### config.mk
export PLATFORM = sky130hd
export DESIGN_NAME = spi_flash_responder
export DESIGN_NICKNAME = d
export VERILOG_FILES = /design/src/rtl/spi_flash_responder.sv
export SDC_FILE = /design/constraint.sdc
export NUM_CORES = 1
export LEC_CHECK = 0
export ABC_AREA = 1
export CAP_MARGIN = 10
export CORE_MARGIN = 1
export CORE_UTILIZATION = 25
export CTS_CLUSTER_SIZE = 14
export DETAILED_ROUTE_END_ITERATION = 6
export GPL_TIMING_DRIVEN = 0
export SETUP_SLACK_MARGIN = 0.3
export SYNTH_ARGS = -nofsm -noshare
export SYNTH_HDL_FRONTEND = slang
export SYNTH_SLANG_ARGS = --single-unit
### constraint.sdc
create_clock -name clk -period 2.9 [get_ports clk]
set_clock_uncertainty 0.15 [all_clocks]
set_input_delay 0.58 -clock clk [delete_from_list [all_inputs] [get_ports clk]]
set_output_delay 0.58 -clock clk [all_outputs]
set_load 0.01 [all_outputs]
### src/rtl/spi_flash_responder.sv
// ============================================================================
// spi_flash_responder
//
// Purpose: SPI mode-0 target that looks like a small serial flash to an
// external initiator. Supports READ (0x03) with an unbounded incrementing
// byte stream, RELEASE/WAKE (0xAB, accepted and ignored) and, optionally,
// READ JEDEC ID (0x9F). All SPI pins are asynchronous to clk and are
// oversampled through a synchronizer chain. SCK must be at most clk/8.
//
// Build option: define SPI_FLASH_JEDEC_EN to enable opcode 0x9F. Without it
// 0x9F is treated like any other unsupported opcode.
//
// Parameters:
//   SYNC_STAGES  synchronizer depth for spi_sck/spi_cs_n/spi_mosi (>= 2)
//   JEDEC_ID     3 ID bytes returned MSB-first by 0x9F
//
// Ports:
//   clk, reset        system clock, synchronous active-high reset
//   spi_sck           SPI clock (mode 0, idles low)
//   spi_cs_n          chip select, active low
//   spi_mosi          serial data in, MSB first
//   spi_miso          serial data out, MSB first, changes on SCK fall
//   mem_rd, mem_addr  one-clk byte read strobe and its byte address
//   mem_rdata         read byte, valid exactly one clk after mem_rd
//   cmd_valid         one-clk pulse when an opcode byte completes
//   cmd_opcode        last completed opcode
//   err_unsupported   sticky unsupported-opcode flag
// ============================================================================
module spi_flash_responder #(
    parameter int unsigned SYNC_STAGES = 2,
    parameter logic [23:0] JEDEC_ID    = 24'hEF4016
) (
    input  logic        clk,
    input  logic        reset,
    input  logic        spi_sck,
    input  logic        spi_cs_n,
    input  logic        spi_mosi,
    output logic        spi_miso,
    output logic        mem_rd,
    output logic [23:0] mem_addr,
    input  logic [7:0]  mem_rdata,
    output logic        cmd_valid,
    output logic [7:0]  cmd_opcode,
    output logic        err_unsupported
);

    typedef enum logic [2:0] {
        S_IDLE,
        S_CMD,
        S_ADDR,
        S_DATA,
        S_IGNORE
`ifdef SPI_FLASH_JEDEC_EN
        , S_ID
`endif
    } state_t;

    state_t                 state_q, state_d;
    logic [SYNC_STAGES-1:0] sck_sync_q, sck_sync_d;
    logic [SYNC_STAGES-1:0] cs_sync_q, cs_sync_d;
    logic [SYNC_STAGES-1:0] mosi_sync_q, mosi_sync_d;
    logic                   sck_prev_q, sck_prev_d;
    logic                   cs_prev_q, cs_prev_d;
    logic [4:0]             bit_cnt_q, bit_cnt_d;
    logic [22:0]            shift_q, shift_d;
    logic [7:0]             tx_q, tx_d;
    logic                   miso_q, miso_d;
    logic                   mem_rd_q, mem_rd_d;
    logic                   rd_dly_q, rd_dly_d;
    logic [23:0]            mem_addr_q, mem_addr_d;
    logic                   cmd_valid_q, cmd_valid_d;
    logic [7:0]             cmd_opcode_q, cmd_opcode_d;
    logic                   err_q, err_d;
`ifdef SPI_FLASH_JEDEC_EN
    logic [1:0]             id_idx_q, id_idx_d;
    logic [7:0]             id_byte;
`else
    // JEDEC_ID stays on the parameter list so both builds share one interface.
    localparam logic [23:0] JEDEC_ID_UNUSED = JEDEC_ID;
`endif

    logic       sck_s, cs_s, mosi_s;
    logic       sck_rise, sck_fall, cs_fall;
    logic [7:0] opcode_now;
    logic [23:0] addr_now;

    assign sck_s  = sck_sync_q[SYNC_STAGES-1];
    assign cs_s   = cs_sync_q[SYNC_STAGES-1];
    assign mosi_s = mosi_sync_q[SYNC_STAGES-1];

    // Edges are found against one extra registered copy of the synchronized level.
    assign sck_rise = sck_s & ~sck_prev_q;
    assign sck_fall = ~sck_s & sck_prev_q;
    assign cs_fall  = ~cs_s & cs_prev_q;

    // Values as they will be once the bit arriving on this rise is shifted in.
    assign opcode_now = {shift_q[6:0], mosi_s};
    assign addr_now   = {shift_q, mosi_s};

`ifdef SPI_FLASH_JEDEC_EN
    always_comb begin
        case (id_idx_q)
            2'd0:    id_byte = JEDEC_ID[23:16];
            2'd1:    id_byte = JEDEC_ID[15:8];
            default: id_byte = JEDEC_ID[7:0];
        endcase
    end
`endif

    always_comb begin
        state_d      = state_q;
        sck_sync_d   = {sck_sync_q[SYNC_STAGES-2:0], spi_sck};
        cs_sync_d    = {cs_sync_q[SYNC_STAGES-2:0], spi_cs_n};
        mosi_sync_d  = {mosi_sync_q[SYNC_STAGES-2:0], spi_mosi};
        sck_prev_d   = sck_s;
        cs_prev_d    = cs_s;
        bit_cnt_d    = bit_cnt_q;
        shift_d      = shift_q;
        tx_d         = tx_q;
        miso_d       = miso_q;
        mem_rd_d     = 1'b0;
        rd_dly_d     = mem_rd_q;
        mem_addr_d   = mem_addr_q;
        cmd_valid_d  = 1'b0;
        cmd_opcode_d = cmd_opcode_q;
        err_d        = err_q;
`ifdef SPI_FLASH_JEDEC_EN
        id_idx_d     = id_idx_q;
`endif

        if (state_q != S_IDLE && cs_s) begin
            // Deselect wins over any SCK edge seen in the same clk.
            state_d   = S_IDLE;
            bit_cnt_d = '0;
            tx_d      = '0;
            miso_d    = 1'b0;
        end else begin
            case (state_q)
                S_IDLE: begin
                    if (cs_fall) begin
                        state_d   = S_CMD;
                        bit_cnt_d = '0;
                        miso_d    = 1'b0;
                    end
                end
                S_CMD: begin
                    if (sck_rise) begin
                        shift_d   = {shift_q[21:0], mosi_s};
                        bit_cnt_d = bit_cnt_q + 5'd1;
                        if (bit_cnt_q == 5'd7) begin
                            bit_cnt_d    = '0;
                            cmd_valid_d  = 1'b1;
                            cmd_opcode_d = opcode_now;
                            case (opcode_now)
                                8'h03: state_d = S_ADDR;
                                8'hAB: state_d = S_IGNORE;
`ifdef SPI_FLASH_JEDEC_EN
                                8'h9F: begin
                                    state_d  = S_ID;
                                    tx_d     = JEDEC_ID[23:16];
                                    id_idx_d = 2'd1;
                                end
`endif
                                default: begin
                                    state_d = S_IGNORE;
                                    err_d   = 1'b1;
                                end
                            endcase
                        end
                    end
                end
                S_ADDR: begin
                    if (sck_rise) begin
                        shift_d   = {shift_q[21:0], mosi_s};
                        bit_cnt_d = bit_cnt_q + 5'd1;
                        if (bit_cnt_q == 5'd23) begin
                            bit_cnt_d  = '0;
                            mem_rd_d   = 1'b1;
                            mem_addr_d = addr_now;
                            state_d    = S_DATA;
                        end
                    end
                end
                S_DATA: begin
                    if (sck_rise) begin
                        bit_cnt_d = bit_cnt_q + 5'd1;
                        if (bit_cnt_q == 5'd7) begin
                            // Prefetch the next byte as the current one completes.
                            bit_cnt_d  = '0;
                            mem_addr_d = mem_addr_q + 24'd1;
                            mem_rd_d   = 1'b1;
                        end
                    end
                    if (sck_fall) begin
                        miso_d = tx_q[7];
                        tx_d   = {tx_q[6:0], 1'b0};
                    end
                    // mem_rdata is valid the clk after mem_rd; SCK is slow
                    // enough that this always lands before the next fall.
                    if (rd_dly_q) begin
                        tx_d = mem_rdata;
                    end
                end
`ifdef SPI_FLASH_JEDEC_EN
                S_ID: begin
                    if (sck_rise) begin
                        bit_cnt_d = bit_cnt_q + 5'd1;
                        if (bit_cnt_q == 5'd7) begin
                            bit_cnt_d = '0;
                            tx_d      = id_byte;
                            id_idx_d  = (id_idx_q == 2'd2) ? 2'd0 : id_idx_q + 2'd1;
                        end
                    end
                    if (sck_fall) begin
                        miso_d = tx_q[7];
                        tx_d   = {tx_q[6:0], 1'b0};
                    end
                end
`endif
                S_IGNORE: begin
                    miso_d = 1'b0;
                end
                default: begin
                    state_d = S_IDLE;
                    miso_d  = 1'b0;
                end
            endcase
        end
    end

    // Sync chains reset low so a cs_n already held low after reset never
    // looks like a falling edge; only a fresh high-then-low starts a frame.
    always_ff @(posedge clk) begin
        if (reset) begin
            state_q      <= S_IDLE;
            sck_sync_q   <= '0;
            cs_sync_q    <= '0;
            mosi_sync_q  <= '0;
            sck_prev_q   <= 1'b0;
            cs_prev_q    <= 1'b0;
            bit_cnt_q    <= '0;
            shift_q      <= '0;
            tx_q         <= '0;
            miso_q       <= 1'b0;
            mem_rd_q     <= 1'b0;
            rd_dly_q     <= 1'b0;
            mem_addr_q   <= '0;
            cmd_valid_q  <= 1'b0;
            cmd_opcode_q <= 8'h00;
            err_q        <= 1'b0;
`ifdef SPI_FLASH_JEDEC_EN
            id_idx_q     <= '0;
`endif
        end else begin
            state_q      <= state_d;
            sck_sync_q   <= sck_sync_d;
            cs_sync_q    <= cs_sync_d;
            mosi_sync_q  <= mosi_sync_d;
            sck_prev_q   <= sck_prev_d;
            cs_prev_q    <= cs_prev_d;
            bit_cnt_q    <= bit_cnt_d;
            shift_q      <= shift_d;
            tx_q         <= tx_d;
            miso_q       <= miso_d;
            mem_rd_q     <= mem_rd_d;
            rd_dly_q     <= rd_dly_d;
            mem_addr_q   <= mem_addr_d;
            cmd_valid_q  <= cmd_valid_d;
            cmd_opcode_q <= cmd_opcode_d;
            err_q        <= err_d;
`ifdef SPI_FLASH_JEDEC_EN
            id_idx_q     <= id_idx_d;
`endif
        end
    end

    assign spi_miso        = miso_q;
    assign mem_rd          = mem_rd_q;
    assign mem_addr        = mem_addr_q;
    assign cmd_valid       = cmd_valid_q;
    assign cmd_opcode      = cmd_opcode_q;
    assign err_unsupported = err_q;

endmodule

==> results.ini, run 1 <==
[outcome]
outcome=complete, no violations

[route]
drt-total-wl_mm=11.7
final_antenna_net_count=0
drc_errors=0
dr.pass1.iters=5
post_drt_wl_per_cell_um=12.6
routed_via_density=4.43
vias=4094
drtIter0Drc=271

[critical_path]
crit_top_cell=nand2_1
cp_num_buf_inv=0
path_delay_family=simple AND/OR/NAND/NOR gates
path_max_fanout=6
path_class=flop to flop
required_ps=2950
crit_chain=ha_1 -> nand2_1 -> nor2_1 -> nand2_1 -> nor2_1 -> nand2_1 -> nand2_1 -> nand3_1 -> nand2_1 -> a21oi_1
arrival_ps=2200
critPathMaxStageDelay_ps=460
crit_path_start_kind=flop
crit_slowest_cell=dfxtp_1
endpoint_kind=flop

[placement]
gp_congestion=0.872
placed_cell_area_um2=4960
post-place-ws_ps=391
hpwl_mm=8.64
place_inst=909
port_buffers=48

[clock_network]
cts_buffers=9
htreeDepth=3
cts_tree=done
clockRootBuffer=clkbuf_16
cts_resized=0
cts_setup_buffers=0
clk_pin_slew_ps=70
clk_path_buf_depth=2
hold_buffers=0
clk_latency_ps=340
cts_sinks=84

[grt]
met2_usage_pct=21.0
top_usage_layer=met2
use_met3_pct=2.85
grt_pass1_wl_mm=19.0
track_usage_pct=13.8
use_met1_pct=19.1
overflow=0
grt_max_degree=15
grt_pass1_vias=3684
antenna_found_initial=0

[power_and_ir_drop]
power_switching_mw=1.29
p_leak_nw=1.98
p_clk_share_pct=32.6
comb_power_share_pct=29.1
vdd_ir_drop_max_mv=0.305
p_seq_share_pct=38.3
swShare_pct=34.9
power.density_nw_per_um2=698
design_power_total_mw=3.68
power.internal_mw=2.40

[yosys]
synth_cells=641
syn_area_per_cell_um2=6.57
yosysSeqAreaShare_pct=40.0
ys_warn_count=0
synth_seq_cells=84
synth_area_um2=4210
syn_nets=656
ys_types=31

[floorplan]
io_pins=49
fp.coreArea_um2=16500
die_area_um2=17400
row_count=47
start_util_pct=25.5
die-width_um=132
fp.dieH_um=132

[sta]
hold-worst-slack_ps=254
final_max_slew_viol_count=0
maxSlewHeadroom_pct=54.2
rsz0062_at_grt=false
final-setup-viol-count=0
setup_tns_ps=0
max_slew.worst_pin.slew_ps=687
fin_crit_ps=2150
finalCritPeriodShare_pct=74.2
fmax_ghz=0.464
fin_ws_ps=747
hold_viol_final=0

[layout]
seq_area_um2=1680
fin_util_pct=31.9
drive_gt1_share_pct=6.81
stdcell_count=925
final_nets=715
design_area_um2=5280
num-fill-cells=1789
insertedDiodeCount=0
area_growth_pct=25.4
multiInputGateArea_um2=2000

[run]
maxCapViolCount=0

[worst_hold_path]
hold_class=flop to flop

[state kept, by name (all words and copies together), names as in the netlist, 2 cells and up]
signal       count
mem_addr        24
shift_q         23
cmd_opcode       8
tx_q             8
bit_cnt_q        5
state_q          3
cs_sync_q        2
mosi_sync_q      2
sck_sync_q       2
[path summary, 6_finish.rpt]
check | start | end | slack [ps] | depth (start not counted)
worst max register to register | mem_addr[0] | mem_addr[20] | 750 | 10
worst min-delay path | cs_sync_q[0] | cs_sync_q[1] | 250 | 2
worst min register to register | cs_sync_q[0] | cs_sync_q[1] | 250 | 2
worst max-delay path | mem_addr[0] | mem_addr[20] | 750 | 10
[tightest hold or removal path, delay by kind of cell (launching register included)]
family	cells	cell delay (ps)
buf+inv	1	40
simple gates	1	30
flops	1	290
[placed cells by master (no fill, tap or decap), drive strengths merged]
cell,instances
inv,102
nand4,6
a22oi,1
clkbuf,23
nor3,6
o211ai,4
o21ai,65
nand2,129
nand3,44
xor2,2
bufinv,1
clkinv,4
clkdlybuf4s50,48
clkinvlp,1
dfxtp,84
buf,13
nor2,96
o21bai,1
a21oi,56
ha,2
a211oi,15
or2,2
[Yosys cell counts, drive strengths merged]
library cell	instances	area share, %
nor3	6	0.95
buf	13	2.3
o21ai	65	7.7
nand4	6	0.89
inv	102	9.1
a21oi	56	6.7
xor2	2	0.42
o211ai	4	0.71
nor2	96	9.0
or2	2	0.30
a22oi	1	0.18
a211oi	15	2.7
ha	2	0.59
o21bai	1	0.27
nand2	129	12
dfxtp	84	40
clkbuf	12	1.1
clkinv	1	0.089
nand3	44	5.5
[logic make-up (layout without fill, tap and decap cells)]
family,after synthesis,in the layout,share of synthesized area [%]
buffers and inverters,128,192,12.5
XOR/XNOR,2,2,0.416
AND/OR/NAND/NOR,283,283,28.2
AO/OA/AOI/OAI,142,142,18.3
flip-flops,84,84,40.0
adder cells (fa/ha/maj),2,2,0.594
[power groups by stage]
stage	combinational [mW]	sequential (mW)	clock [mW]
4_1_cts	1.07	1.41	1.23
6_report	1.07	1.41	1.20
5_1_grt	1.21	1.43	1.28
3_5_place_dp	1.06	1.43	0
2_1_floorplan	0.722	1.42	0
3_3_place_gp	1.06	1.44	0
[per-layer routing]
| metal | routed length [um] | up-vias |
|---|---|---|
| li1 | - | 2167 |
| met1 | 5940 | 1805 |
| met2 | 4980 | 109 |
| met3 | 553 | 13 |
| met4 | 188 | 0 |
| met5 | 0 | - |
[area by class of cell]
class	count	share of cell area, %
flip-flops and latches	84	31.9
multi-input cells	429	37.9
repair buffers	48	9.10
plain buffers	25	2.66
well taps	220	5.22
clock buffers	11	4.79
inverters	103	7.33
clock inverters	5	1.14
(Power assumes the default switching activity.)
==> run 2: changes to the inputs <==
==> constraint.sdc (replaced) <==
create_clock -name clk -period 2.16 [get_ports clk]
set_clock_uncertainty 0.15 [all_clocks]
set_input_delay 0.432 -clock clk [delete_from_list [all_inputs] [get_ports clk]]
set_output_delay 0.432 -clock clk [all_outputs]
set_load 0.01 [all_outputs]
==> results.ini, run 2 (same netlist as run 1, synthesis figures left out) <==
[outcome]
outcome=complete, no violations

[sta]
fmax_ghz=0.544
hold_viol_final=0
final-setup-viol-count=0
max_slew.worst_pin.slew_ps=695
rsz0062_at_grt=true
hold-worst-slack_ps=253
maxSlewHeadroom_pct=53.6
finalCritPeriodShare_pct=85.2
fin_crit_ps=1840
final_max_slew_viol_count=0

[floorplan]
row_count=47
fp.coreArea_um2=16500
die-width_um=132
fp.dieH_um=132
start_util_pct=25.5
die_area_um2=17400
io_pins=49

[critical_path]
path_class=flop to flop
reg2reg_to=mem_addr[18]
r2r_cells=11
required_ps=2270
arrival_ps=1950
r2r_start=bit_cnt_q[0]
crit_path_start_kind=flop
ff2ff_setup_slack_ps=320
cp-endpoint=mem_addr[18]
path_max_fanout=5
critPathLaunch=bit_cnt_q[0]
endpoint_kind=flop

[run]
maxCapViolCount=0

[clock_network]
htreeDepth=3
clockRootBuffer=clkbuf_16
cts_tree=done
clk_latency_ps=340
cts_buffers=9
cts_sinks=84
clk_pin_slew_ps=70
clk_path_buf_depth=2
hold_buffers=0

[layout]
final_cell_mix=nand2_1, inv_1, nor2_1, dfxtp_1, o21ai_0
drive_gt1_share_pct=16.9
area_growth_pct=36.2
final_nets=736
layout_commonest_cell=nand2_1
stdcell_count=946
largest_register_ffs=24
insertedDiodeCount=0

[power_and_ir_drop]
p_clk_share_pct=30.0
power.density_nw_per_um2=937
p_leak_nw=2.42
swShare_pct=35.7
vdd_ir_drop_max_mv=0.449
comb_power_share_pct=33.9
power_switching_mw=1.92
p_seq_share_pct=36.1
design_power_total_mw=5.37
power.internal_mw=3.45

[route]
dr_wl_met3_um=624
vias=4251
drc_errors=0
final_antenna_net_count=0
routed_via_density=4.49
dr.pass1.iters=5
post_drt_wl_per_cell_um=13.0
top_layer=met4
drtIter0Drc=317
wirelength_met1_mm=5.99
drt-total-wl_mm=12.3
wl_met2_mm=5.52

[placement]
gp_congestion=0.872
place_inst=909
port_buffers=48
hpwl_mm=8.64

[grt]
overflow=0
grt_max_degree=15
grt_pass1_wl_mm=19.6
track_usage_pct=14.2
grt_pass1_vias=3820
antenna_found_initial=0

[worst_hold_path]
hold_class=flop to flop

## run 2: cell count changes in the layout (fill, tap and decap cells not counted), sizes merged
cell / change
dlygate4sd2: +20
clkbuf: +4
dlymetal6s2s: +9
clkinvlp: +1
buf: +16
clkdlybuf4s50: -29
## run 2: how the worst min path moves through the flow
stage                     end            from  slack [ps]  depth (start not counted)
2_1_floorplan    cs_sync_q[1]    cs_sync_q[0]         240                          2
3_3_place_gp   mosi_sync_q[1]  mosi_sync_q[0]         240                          2
3_5_place_dp   mosi_sync_q[1]  mosi_sync_q[0]         250                          2
4_1_cts        mosi_sync_q[1]  mosi_sync_q[0]         260                          2
5_1_grt        mosi_sync_q[1]  mosi_sync_q[0]         270                          2
6_report       mosi_sync_q[1]  mosi_sync_q[0]         250                          2
## run 2: what timing repair did
item                       CTS  global route
buffers inserted             9             8
resized for setup           69            60
hold endpoints to repair     0             0
cloned                       2             2
setup endpoints to repair   77            78
pin swaps                    6            19
## run 2: layout make-up
type	instances	area [um2]
Fill cell	1721	10800
Multi-Input combinational cell	429	2160
Sequential cell	84	1720
Timing Repair Buffer	68	682
Inverter	103	405
Tap cell	220	275
Clock buffer	11	253
Buffer	25	170
Clock inverter	5	60.1
Timing Repair inverter	1	8.76
## run 2: per-stage QoR
stage / util [%] / instance area, um2 / TNS, ps / setup WS (ps)
after floorplan: - / 4210 / 0 / 418
after global placement: 30.0 / 4960 / -1990 / -220
after detailed placement: 30.0 / 4960 / -1780 / -201
after CTS: 33.2 / 5480 / 0 / 230
after global routing: 34.7 / 5730 / 0 / 254
final: 34.7 / 5730 / 0 / 320
## run 2: metal layers
| metal | vias to the layer above | track usage, % |
|---|---|---|
| li1 | 2214 | - |
| met1 | 1921 | 19.4 |
| met2 | 105 | 22.1 |
| met3 | 11 | 2.96 |
| met4 | 0 | 5.04 |
| met5 | - | 0 |
## run 2: worst max-delay path, cell delays in order, from the launching register on
cell,delay [ps]
dfxtp_4,360
ha_4,160
nand4_1,140
nand2_2,130
inv_2,60
nor2_4,140
nand2_4,90
buf_4,150
buf_6,120
nor2_2,100
nand2_1,50
a21oi_1,120
## run 2: power by group through the flow
stage / combinational [mW] / clock, mW / sequential (mW)
floorplan: 0.969 / 0 / 1.90
global placement: 1.42 / 0 / 1.93
detailed placement: 1.42 / 0 / 1.93
CTS: 1.58 / 1.65 / 1.91
global route: 2.00 / 1.72 / 1.96
finish: 1.82 / 1.61 / 1.94
==> run 3: changes to the inputs <==
--- a/config.mk
+++ b/config.mk
@@ -11,7 +11,6 @@
 export CORE_UTILIZATION = 25
 export CTS_CLUSTER_SIZE = 14
 export DETAILED_ROUTE_END_ITERATION = 6
-export GPL_TIMING_DRIVEN = 0
 export SETUP_SLACK_MARGIN = 0.3
 export SYNTH_ARGS = -nofsm -noshare
 export SYNTH_HDL_FRONTEND = slang
==> results.ini, run 3 (same netlist as run 1, synthesis figures left out) <==
[outcome]
outcome=complete, no violations

[route]
final_antenna_net_count=0
drt-total-wl_mm=10.8
vias=3968
routed_via_density=4.32
drc_errors=0
drtIter0Drc=278
post_drt_wl_per_cell_um=11.7
dr.pass1.iters=5

[critical_path]
crit_slowest_cell=clkdlybuf4s50_1
required_ps=1580
arrival_ps=1230
crit_path_start_kind=flop
r2r_start=state_q[2]
cp_num_buf_inv=1
path_class=flop to primary output
path_max_fanout=2
r2r_cells=9
crit_chain=clkdlybuf4s50_1
critPathMaxStageDelay_ps=540
reg2reg_to=state_q[1]
ff2ff_setup_slack_ps=430
path_delay_family=buffers and inverters
endpoint_kind=primary output

[placement]
hpwl_mm=7.56
gp_congestion=0.842
port_buffers=48
post-place-ws_ps=185

[clock_network]
htreeDepth=3
clk_latency_ps=340
clockRootBuffer=clkbuf_16
clk_pin_slew_ps=70
cts_buffers=9
clk_path_buf_depth=2
cts_sinks=84
cts_tree=done

[sta]
setup_tns_ps=0
fmax_ghz=0.552
hold-worst-slack_ps=250
max_slew.worst_pin.slew_ps=598
fin_crit_ps=1810
final_max_slew_viol_count=0
finalCritPeriodShare_pct=83.8
hold_viol_final=0
fin_ws_ps=349
final-setup-viol-count=0
maxSlewHeadroom_pct=60.2
rsz0062_at_grt=false

[floorplan]
fp.dieH_um=132
start_util_pct=25.5
die-width_um=132
row_count=47
io_pins=49
die_area_um2=17400
fp.coreArea_um2=16500

[grt]
track_usage_pct=12.7
grt_max_degree=47
antenna_found_initial=0
grt_pass1_vias=3502
overflow=0
grt_pass1_wl_mm=17.6

[layout]
layout_commonest_cell=nand2_1
largest_register_ffs=24
multiInputGateArea_um2=2090
area_growth_pct=29.7
insertedDiodeCount=0
drive_gt1_share_pct=12.3
seq_area_um2=1710
final_cell_mix=nand2_1, inv_1, nor2_1, dfxtp_1, o21ai_0
num-fill-cells=1736
final_nets=708

[power_and_ir_drop]
power.density_nw_per_um2=918
p_leak_nw=2.26
vdd_ir_drop_max_mv=0.398
design_power_total_mw=5.01

[run]
maxCapViolCount=0

[worst_hold_path]
min-delay-start=mosi_sync_q[0]
min_path_cells=2
hold_class=flop to flop
holdPathEnd=mosi_sync_q[1]

-- run 3: cell types whose count changed in the layout (fill, tap and decap cells not counted), sizes merged --
cell           previous run  this run
bufinv                    1         2
clkdlybuf4s50            19        24
clkinv                    4         2
clkinvlp                  2         1
buf                      29        18
clkbuf                   27        11
dlygate4sd2              20        15
inv                     102       103
-- run 3: how the worst max path moves through the flow --
stage,start,end,slack [ps],depth (start not counted)
after floorplan,bit_cnt_q[0],mem_addr[8],420,10
after global placement,state_q[0],tx_q[7],220,6
after detailed placement,state_q[0],tx_q[4],180,6
after CTS,mem_addr[6],mem_addr[6],260,1
after global routing,state_q[2],state_q[1],290,9
final,cmd_opcode[6],cmd_opcode[6],350,1
-- run 3: through the flow --
step	cells	utilization [%]	cell area, um2
after detailed placement	899	30.1	4970
final	918	33.0	5460
after global placement	899	30.1	4970
after CTS	918	32.5	5360
after floorplan	641	-	4210
after global routing	918	33.0	5460
-- run 3: power by group --
group          switching, mW  internal (mW)  total [mW]
Clock                  0.636           1.02        1.66
Sequential             0.184           1.72        1.90
Combinational          0.903          0.552        1.46
-- run 3: timing repair --
item / in CTS / in global routing
resized for setup: 41 / 34
setup endpoints to repair: 44 / 69
pin swaps: 5 / 3
setup buffers: 3 / 0
hold buffers: 0 / 0
-- run 3: layout make-up --
type	instances	share of cell area (%)
clock buffers	11	4.26
clock inverters	5	1.56
inverters	103	7.17
multi-input cells	429	38.2
flip-flops and latches	84	31.3
well taps	220	5.04
repair buffers	66	12.4
-- run 3: worst register-to-register path, delay by kind of cell (launching register included) --
family,cells,cell delay (ps)
AOI/OAI and AO/OA,1,130
buffers and inverters,3,320
DFF,1,360
and+or+nand+nor,5,710
-- run 3: metal layers --
layer	wire (um)	up-vias	GRT usage (%)
li1	-	2149	-
met1	5500	1739	17.4
met2	4720	71	19.3
met3	366	9	2.58
met4	167	0	5.10
met5	0	-	0
